`src/rtl/vme_cmd_sequencer.sv`:
```
`default_nettype none
// ============================================================================
//  Module      : vme_cmd_sequencer
//  Description : Replays a loaded list of VME read/write commands onto the
//                internal command/data register interface. Each read can be
//                compared against an expected value (saturating error count),
//                and every transaction is guarded by an acknowledge timeout.
//  Revision    : 1.0 - initial release
// ============================================================================
module vme_cmd_sequencer #(
    parameter int          DEPTH    = 16,
    parameter int          DATA_W   = 16,
    parameter logic [31:0] CMD_MASK = 32'h00a80000,
    parameter int          TIMEOUT  = 1023
) (
    input  logic              clk,
    input  logic              rst,
    input  logic              clr,
    input  logic              load_en,
    input  logic              load_rw,
    input  logic [15:0]       load_instr,
    input  logic [DATA_W-1:0] load_data,
    input  logic              load_chk,
    output logic              load_full,
    input  logic              run,
    input  logic              vme_cmd_rd,
    input  logic              vme_dat_wr,
    input  logic [31:0]       vme_dat_reg_out,
    output logic              start,
    output logic [31:0]       vme_cmd_reg,
    output logic [31:0]       vme_dat_reg_in,
    output logic              rd_valid,
    output logic [DATA_W-1:0] rd_data,
    output logic [15:0]       rd_instr,
    output logic              busy,
    output logic              done,
    output logic [7:0]        err_cnt,
    output logic              timeout_err
);

    localparam int CW = $clog2(DEPTH + 1);   // entry count / replay index
    localparam int AW = $clog2(DEPTH);       // buffer address
    localparam int TW = $clog2(TIMEOUT + 1); // acknowledge timer

    localparam logic [31:0] C_RD_FLAG = 32'h0200_0000;
    localparam logic [31:0] C_WR_FLAG = 32'h0100_0000;

    typedef enum logic [2:0] {
        ST_IDLE     = 3'd0,
        ST_ISSUE    = 3'd1,
        ST_WAIT_ACK = 3'd2,
        ST_NEXT     = 3'd3,
        ST_DONE     = 3'd4
    } state_t;

    // ------------------------------------------------------------------
    // Command buffer (contents need no reset; count defines validity)
    // ------------------------------------------------------------------
    logic              ent_rw_q    [DEPTH];
    logic [15:0]       ent_instr_q [DEPTH];
    logic [DATA_W-1:0] ent_data_q  [DEPTH];
    logic              ent_chk_q   [DEPTH];

    logic [CW-1:0]     count_q;
    logic              load_full_q;

    // ------------------------------------------------------------------
    // Sequencer state and registered outputs
    // ------------------------------------------------------------------
    state_t            state_q;
    logic [CW-1:0]     idx_q;
    logic [TW-1:0]     timer_q;
    logic              start_q;
    logic [31:0]       cmd_reg_q;
    logic [31:0]       dat_in_q;
    logic              rd_valid_q;
    logic [DATA_W-1:0] rd_data_q;
    logic [15:0]       rd_instr_q;
    logic              busy_q;
    logic              done_q;
    logic [7:0]        err_cnt_q;
    logic              timeout_err_q;

    // ------------------------------------------------------------------
    // Combinational helpers
    // ------------------------------------------------------------------
    logic              w_load_acc;
    logic              w_clr_acc;
    logic              w_ent_rw;
    logic [15:0]       w_ent_instr;
    logic [DATA_W-1:0] w_ent_data;
    logic              w_ent_chk;
    logic [CW-1:0]     w_idx_d;
    logic [CW-1:0]     w_count_d;
    logic [31:0]       w_cmd_word_d;
    logic [31:0]       w_wdata_d;
    logic [DATA_W-1:0] w_rdbk;
    logic              w_mismatch;
    logic [7:0]        w_err_cnt_d;
    logic              w_unused_rdbk;

    // Loads and clears are only honoured in IDLE, and run takes priority.
    assign w_load_acc = (state_q == ST_IDLE) && !run && load_en && !load_full_q;
    assign w_clr_acc  = (state_q == ST_IDLE) && !run && clr;
    assign w_count_d  = count_q + CW'(1);

    assign w_ent_rw    = ent_rw_q[idx_q[AW-1:0]];
    assign w_ent_instr = ent_instr_q[idx_q[AW-1:0]];
    assign w_ent_data  = ent_data_q[idx_q[AW-1:0]];
    assign w_ent_chk   = ent_chk_q[idx_q[AW-1:0]];

    assign w_idx_d      = idx_q + CW'(1);
    assign w_cmd_word_d = CMD_MASK | {16'h0000, w_ent_instr} |
                          (w_ent_rw ? C_RD_FLAG : C_WR_FLAG);

    assign w_rdbk        = vme_dat_reg_out[DATA_W-1:0];
    assign w_unused_rdbk = ^vme_dat_reg_out;
    assign w_mismatch    = w_ent_chk && (w_rdbk != w_ent_data);
    assign w_err_cnt_d   = (w_mismatch && (err_cnt_q != 8'hFF)) ?
                           (err_cnt_q + 8'd1) : err_cnt_q;

    // Zero-extend write data; reads put nothing on the data register.
    always_comb begin
        w_wdata_d = '0;
        if (!w_ent_rw) begin
            w_wdata_d[DATA_W-1:0] = w_ent_data;
        end
    end

    // Store an accepted load at the current fill position.
    always_ff @(posedge clk) begin
        if (w_load_acc) begin
            ent_rw_q[count_q[AW-1:0]]    <= load_rw;
            ent_instr_q[count_q[AW-1:0]] <= load_instr;
            ent_data_q[count_q[AW-1:0]]  <= load_data;
            ent_chk_q[count_q[AW-1:0]]   <= load_chk;
        end
    end

    // Track the number of loaded entries and the full flag.
    always_ff @(posedge clk or posedge rst) begin
        if (rst) begin
            count_q     <= '0;
            load_full_q <= 1'b0;
        end else if (w_clr_acc) begin
            count_q     <= '0;
            load_full_q <= 1'b0;
        end else if (w_load_acc) begin
            count_q     <= w_count_d;
            load_full_q <= (w_count_d == CW'(DEPTH));
        end
    end

    // Replay state machine with all interface outputs registered.
    always_ff @(posedge clk or posedge rst) begin
        if (rst) begin
            state_q       <= ST_IDLE;
            idx_q         <= '0;
            timer_q       <= '0;
            start_q       <= 1'b0;
            cmd_reg_q     <= CMD_MASK;
            dat_in_q      <= '0;
            rd_valid_q    <= 1'b0;
            rd_data_q     <= '0;
            rd_instr_q    <= '0;
            busy_q        <= 1'b0;
            done_q        <= 1'b0;
            err_cnt_q     <= '0;
            timeout_err_q <= 1'b0;
        end else begin
            start_q    <= 1'b0;
            rd_valid_q <= 1'b0;
            done_q     <= 1'b0;
            case (state_q)
                ST_IDLE: begin
                    if (run) begin
                        err_cnt_q     <= '0;
                        timeout_err_q <= 1'b0;
                        idx_q         <= '0;
                        busy_q        <= 1'b1;
                        if (count_q == '0) begin
                            done_q  <= 1'b1;
                            state_q <= ST_DONE;
                        end else begin
                            state_q <= ST_ISSUE;
                        end
                    end
                end
                ST_ISSUE: begin
                    if (vme_cmd_rd) begin
                        start_q   <= 1'b1;
                        cmd_reg_q <= w_cmd_word_d;
                        dat_in_q  <= w_wdata_d;
                        timer_q   <= '0;
                        state_q   <= ST_WAIT_ACK;
                    end
                end
                ST_WAIT_ACK: begin
                    // An acknowledge on the final timer cycle still completes.
                    if (vme_dat_wr) begin
                        cmd_reg_q <= CMD_MASK;
                        dat_in_q  <= '0;
                        if (w_ent_rw) begin
                            rd_valid_q <= 1'b1;
                            rd_data_q  <= w_rdbk;
                            rd_instr_q <= w_ent_instr;
                            err_cnt_q  <= w_err_cnt_d;
                        end
                        state_q <= ST_NEXT;
                    end else if (timer_q == TW'(TIMEOUT)) begin
                        timeout_err_q <= 1'b1;
                        cmd_reg_q     <= CMD_MASK;
                        dat_in_q      <= '0;
                        done_q        <= 1'b1;
                        state_q       <= ST_DONE;
                    end else begin
                        timer_q <= timer_q + TW'(1);
                    end
                end
                ST_NEXT: begin
                    idx_q <= w_idx_d;
                    if (w_idx_d == count_q) begin
                        done_q  <= 1'b1;
                        state_q <= ST_DONE;
                    end else begin
                        state_q <= ST_ISSUE;
                    end
                end
                ST_DONE: begin
                    busy_q  <= 1'b0;
                    state_q <= ST_IDLE;
                end
                default: begin
                    busy_q  <= 1'b0;
                    state_q <= ST_IDLE;
                end
            endcase
        end
    end

    assign load_full      = load_full_q;
    assign start          = start_q;
    assign vme_cmd_reg    = cmd_reg_q;
    assign vme_dat_reg_in = dat_in_q;
    assign rd_valid       = rd_valid_q;
    assign rd_data        = rd_data_q;
    assign rd_instr       = rd_instr_q;
    assign busy           = busy_q;
    assign done           = done_q;
    assign err_cnt        = err_cnt_q;
    assign timeout_err    = timeout_err_q;

endmodule
`default_nettype wire

```
`config.mk`:
```
export PLATFORM = sky130hd
export DESIGN_NAME = vme_cmd_sequencer
export DESIGN_NICKNAME = d
export VERILOG_FILES = /design/src/rtl/vme_cmd_sequencer.sv
export SDC_FILE = /design/constraint.sdc
export NUM_CORES = 1
export LEC_CHECK = 0
export CAP_MARGIN = 10
export CORE_ASPECT_RATIO = 1.4
export CORE_MARGIN = 4
export CORE_UTILIZATION = 52
export DETAILED_ROUTE_END_ITERATION = 6
export MAX_ROUTING_LAYER = met4
export PLACE_DENSITY = 0.81
export SETUP_SLACK_MARGIN = 0.5
export SLEW_MARGIN = 20
export SYNTH_ARGS = -nofsm -noshare
export SYNTH_HDL_FRONTEND = slang
export SYNTH_SLANG_ARGS = --single-unit
```
`constraint.sdc`:
```
create_clock -name clk -period 6.1 [get_ports clk]
set_input_delay 0.915 -clock clk [delete_from_list [all_inputs] [get_ports clk]]
set_output_delay 0.915 -clock clk [all_outputs]
set_load 0.1 [all_outputs]
```
# Word level (Yosys, flattened, before mapping)
# Memory sizes are Yosys's and may differ from the RTL's.
# Index checks and enable logic that the tools add are counted.
[classes]
add_sub_neg = 4
n_eq_ne = 17
muxes = 51
bitwise = 2
n_reduce_logical = 23
[op_table]
columns = ["op", "n"]
rows = [
  ["32-bit two-way mux", 6],
  ["32-bit one-hot mux with 2 select lines", 2],
  ["8-bit two-way mux", 4],
  ["10-bit two-way mux", 3],
  ["26-bit two-way mux", 1],
  ["24-bit by 26-bit bitwise OR with 26-bit output", 1],
  ["10-bit one-hot mux with 2 select lines", 1],
  ["1-bit two-way mux", 18],
  ["3-bit two-way mux", 6],
  ["16-bit two-way mux", 1],
  ["16-bit != test", 1],
  ["2-bit != test (second input constant)", 8],
  ["8-bit one-hot mux with 2 select lines", 1],
  ["5-bit two-way mux", 3],
  ["3-bit one-hot mux with 4 select lines", 1],
  ["10-bit by 1-bit adder with 10-bit output (second input constant)", 1],
  ["5-bit by 1-bit adder with 5-bit output (second input constant)", 2],
  ["10-bit equality test (second input constant)", 1],
  ["5-bit one-hot mux with 2 select lines", 1],
  ["3-bit AND reduction", 3],
  ["8-bit by 1-bit adder with 8-bit output (second input constant)", 1],
  ["8-bit != test (second input constant)", 1],
  ["4-bit AND reduction", 2],
  ["2-bit nonzero test", 4],
  ["other kinds (15)", 24],
]
[word_totals]
reg_bits = 133
ram_bits = 544
in_bits = 73
out_inout_bits = 110
memories = 4
[mem_list]
columns = ["name", "depth", "word_bits", "rd", "rd_ports_with_merged_regs", "write_ports", "line", "source"]
rows = [
  ["ent_data_q", 16, 16, 1, 0, 1, "61", "logic [DATA_W-1:0] ent_data_q [DEPTH];"],
  ["ent_instr_q", 16, 16, 1, 0, 1, "60", "logic [15:0] ent_instr_q [DEPTH];"],
  ["ent_chk_q", 16, 1, 1, 0, 1, "62", "logic ent_chk_q [DEPTH];"],
  ["ent_rw_q", 16, 1, 1, 0, 1, "59", "logic ent_rw_q [DEPTH];"],
]

# Longest topological paths before layout
# An unclocked memory read counts as a cell.
[depth]
depth_word = 8
mapped_depth = 14

# Least setup slack after synthesis
# No wires, ideal clock.
[synth_timing]
kind = "input-to-reg"
from = "input port run"
to = "memory ent_chk_q[3] (enable)"
setup_ns = 0.467
arrival_ns = 4.327
required_time_ns = 5.633
setup_slack_ns = 1.305
path_stages = 5
path_buffers = 0
cell_sequence = "nor4_1 nand2_1 nor2_1 nand2_1 nor3_1"
[synth_between]
elab_chain_cells = 6
[synth_lines]
columns = ["element", "line", "source"]
rows = [
  ["from (decl)", "25", "input logic run,"],
  ["1-bit zero test", "103", "assign w_load_acc = (state_q == ST_IDLE) && !run && load_en && !load_full_q;"],
  ["1-bit logical AND (3 in a row)", "103", ""],
  ["1-bit two-way mux", "132", "if (w_load_acc) begin"],
  ["1-bit two-way mux (not written as such)", "136", "ent_chk_q[count_q[AW-1:0]] <= load_chk;"],
  ["to (decl)", "62", ""],
]
# Every way passes these cells.

# Worst setup path after layout
[layout_timing]
from = "register idx_q[0]"
to = "register err_cnt_q[6], in the netlist err_cnt[6]"
[layout_between]
elab_chain_cells = 6
word_cells_on_any_way = 9
classes_between = "3 x eq/ne; 3 x reduce/logical; 3 x memory"
[layout_lines]
columns = ["element", "line", "source"]
rows = [
  ["from (decl)", "71", "logic [CW-1:0] idx_q;"],
  ["from (signal assigned)", "221", "idx_q <= w_idx_d;"],
  ["memory 16 x 16 bit", "n/a", ""],
  ["16-bit != test", "118", "assign w_mismatch = w_ent_chk && (w_rdbk != w_ent_data);"],
  ["1-bit logical AND", "118", ""],
  ["1-bit logical AND", "119", "assign w_err_cnt_d = (w_mismatch && (err_cnt_q != 8'hFF)) ?"],
  ["2-bit != test (no source line)", "n/a", ""],
  ["5-bit AND reduction (no source line) *", "n/a", ""],
  ["to (signal assigned)", "207", "err_cnt_q <= w_err_cnt_d;"],
  ["to (decl)", "81", "logic [7:0] err_cnt_q;"],
]
# Every way passes the cells marked *; elsewhere a longest branch is shown, timed or not.
# A chain may end at the register's enable or synchronous reset.

==> qor.txt <==
min-delay src -> vme_cmd_reg[24]
synth cell count leaders -> edfxtp_1 (544), mux4_2 (125), dfrtp_1 (103)
worst hold endpoint -> vme_cmd_reg[24]
Synth top area share -> 0.6308
reg2reg setup slack -> 1330 ps
Clock transition at path regs -> 60 ps
Post-CTS Setup Bufs -> 0
Final min period -> 4773 ps
Core Util, Final -> 0.6077
Critical Path Most Common Cell -> buf_4
CTS max path bufs -> 3
DRT iter0 DRCs -> 1563
layout cells sized above 1 -> 0.1911
average vias per placed instance -> 6.242
die area -> 53490 sq um
Final nets -> 1648
htree depth -> 2
Antenna Nets Post-Route -> 0
critical path's top delay family -> compound AO/OA/AOI/OAI gates
Area contributors post-synth -> edfxtp_1 (63%), mux4_2 (11%), dfrtp_1 (10%)
mean area per synthesized cell -> 18.41 sq um
CP max-delay cell -> dfrtp_4
cell taking the most area after synthesis -> edfxtp_1
filler cell count -> 3338
FF-to-FF End -> err_cnt[6]
Rows -> 96
crit-path max FO -> 52
grt total ovfl -> 0
final setup TNS -> 0 ps
Cell Count, Final, Fillers Out -> 2253
num ports -> 183
Total GRT Usage -> 0.2400
Synth cell types -> 65
Main synth FF type -> edfxtp_1
Seq/Total Area, Yosys -> 0.7303
fmax -> 209.5 MHz
HPWL Detailed -> 37040 um
critical path buffer and inverter count -> 2
worst slew pin tran -> 1054 ps
worst skew pair latency -> 600 ps
placed cell count -> 2146
Rel. slew slack -> 0.2941
Final Setup Violations -> 0
Chip Width -> 196.6 um
leakage power -> 9.984 nW
Die Y-Extent -> 272.0 um
Worst Skew -> 14.21 ps
Worst Setup Start Kind -> flip-flop
worst setup path startpoint -> idx_q[0]
Final Hold Fails -> 0
Syn. warnings -> 0
port bufs -> 136
status -> completed
global-route wire length before repair -> 92440 um
Worst EP arrival -> 5240 ps
Hold Slack -> 479.0 ps
initial antenna violation count -> 4
DRC viols -> 0
hold crit path type -> reg -> reg
area grow syn2layout -> 15.28%
drt wl/cell -> 27.84 um
routed wire length -> 62730 um
type of the worst setup path -> reg -> reg
Worst EP required -> 6570 ps
RSZ-0062 raised after global routing -> false
number of synthesized register bits -> 647
reg2reg path depth -> 11
CP endpoint kind -> flip-flop
clock sink count -> 647
cell chain of the critical path -> buf_4, buf_4, mux2i_1, mux4_2, nor3_1, a21oi_1, o21ai_0, nor4b_2, a31oi_1, nor2_1, a221o_1
maximum vdd drop -> 0.0005376 V
Core Region -> 49130 sq um
gpl congestion -> 0.9358
Max-cap violations -> 0
post-cts hold buffer count -> 0
Pwr per Cell Area -> 445.8 nW/um^2
Clock Tree Root -> clkbuf_16
Initial Utilization -> 0.5271
worst r2r src -> idx_q[0]
Worst Hold Path Cells -> 2
Tcrit/Tclk final -> 0.7824
post-CTS sizing -> 0
Slew Limit Fails -> 0
CTS Buf Count -> 55
Mapped Area -> 25900 sq um
Syn Inst Count -> 1407
Synth async-reset ratio -> 0.1592
CTS tree -> built
via count -> 14064
vias in the first global route -> 14296
DR pass1 iterations -> 6
top-count cell post-synth -> edfxtp_1
pin count of the biggest net entering global routing -> 60
Largest stage delay, worst path -> 1060 ps
Post-synth EDFFs -> 544
## per-stage QoR
step | total power [mW] | area (sq um) | setup slack [ps]
finish | 13.31 | 29850 | 1327
global route | 13.77 | 29850 | 1035
CTS | 13.34 | 29810 | 1358
detailed placement | 9.833 | 28010 | 1365
global placement | 9.746 | 28000 | 1486
floorplan | 8.720 | 26000 | 1305
## cells by family after synthesis
logic type | count (synthesis) | synth area share
compound gates | 169 | 0.04643
fa+ha+maj | 8 | 0.003865
simple gates | 223 | 0.04005
other cells | 2 | 0.0002900
flops | 647 | 0.7303
buf+inv | 116 | 0.02459
xor+xnor | 22 | 0.007441
mux | 220 | 0.1470
## report_power, final
part | switching, mW | internal (mW) | total, mW
combinational | 2.92 | 1.46 | 4.38
sequential | 0.311 | 5.11 | 5.42
clock | 1.53 | 1.97 | 3.50
## per-layer routing
layer  part of all wire  up-vias  global-route usage
met4              0.043        0             0.09511
li1                   -     5887                   -
met3              0.082      167             0.03576
met2               0.52      825              0.4019
met1               0.36     7185              0.2980
met5                  0        -                   -
## layout by cell type (no fill, tap or decap), drive strengths merged, types with 15 or more instances in the layout
master         count
inv               22
clkdlybuf4s50    136
clkinv            25
o21ai             41
conb              30
nand2             83
edfxtp           544
nand3             15
buf               36
nor2              54
mux4             125
mux2i             63
mux2              32
o22ai             20
dfrtp            103
a22o              28
a21oi             16
clkbuf            65
## worst reg2reg max path, delay by kind of cell (launching register included)
kind / cells / cell delay (ps)
AOI/OAI and AO/OA: 4 / 1430
buffers and inverters: 2 / 910
DFF: 1 / 1060
muxes: 2 / 700
and+or+nand+nor: 3 / 550
## worst max-delay path by stage
| stage | slack, ps | cells after the start | end |
|---|---|---|---|
| after floorplan | 1310 | 5 | ent_chk_q[3] |
| after global placement | 1490 | 11 | err_cnt[6] |
| after detailed placement | 1370 | 11 | err_cnt[6] |
| after CTS | 1360 | 11 | err_cnt[6] |
| after global routing | 1030 | 11 | err_cnt[6] |
| final | 1330 | 11 | err_cnt[6] |
## final cells by class
class	instances	area (sq um)	share of cell area
Antenna cell	4	10.01	0.0003353
Clock buffer	65	1424	0.04770
Inverter	19	73.82	0.002473
Timing Repair Buffer	172	1652	0.05532
Sequential cell	647	18920	0.6339
Tap cell	637	797.0	0.02670
Multi-Input combinational cell	672	6594	0.2209
Clock inverter	37	377.9	0.01266
Power figures use the tool's default switching activity.
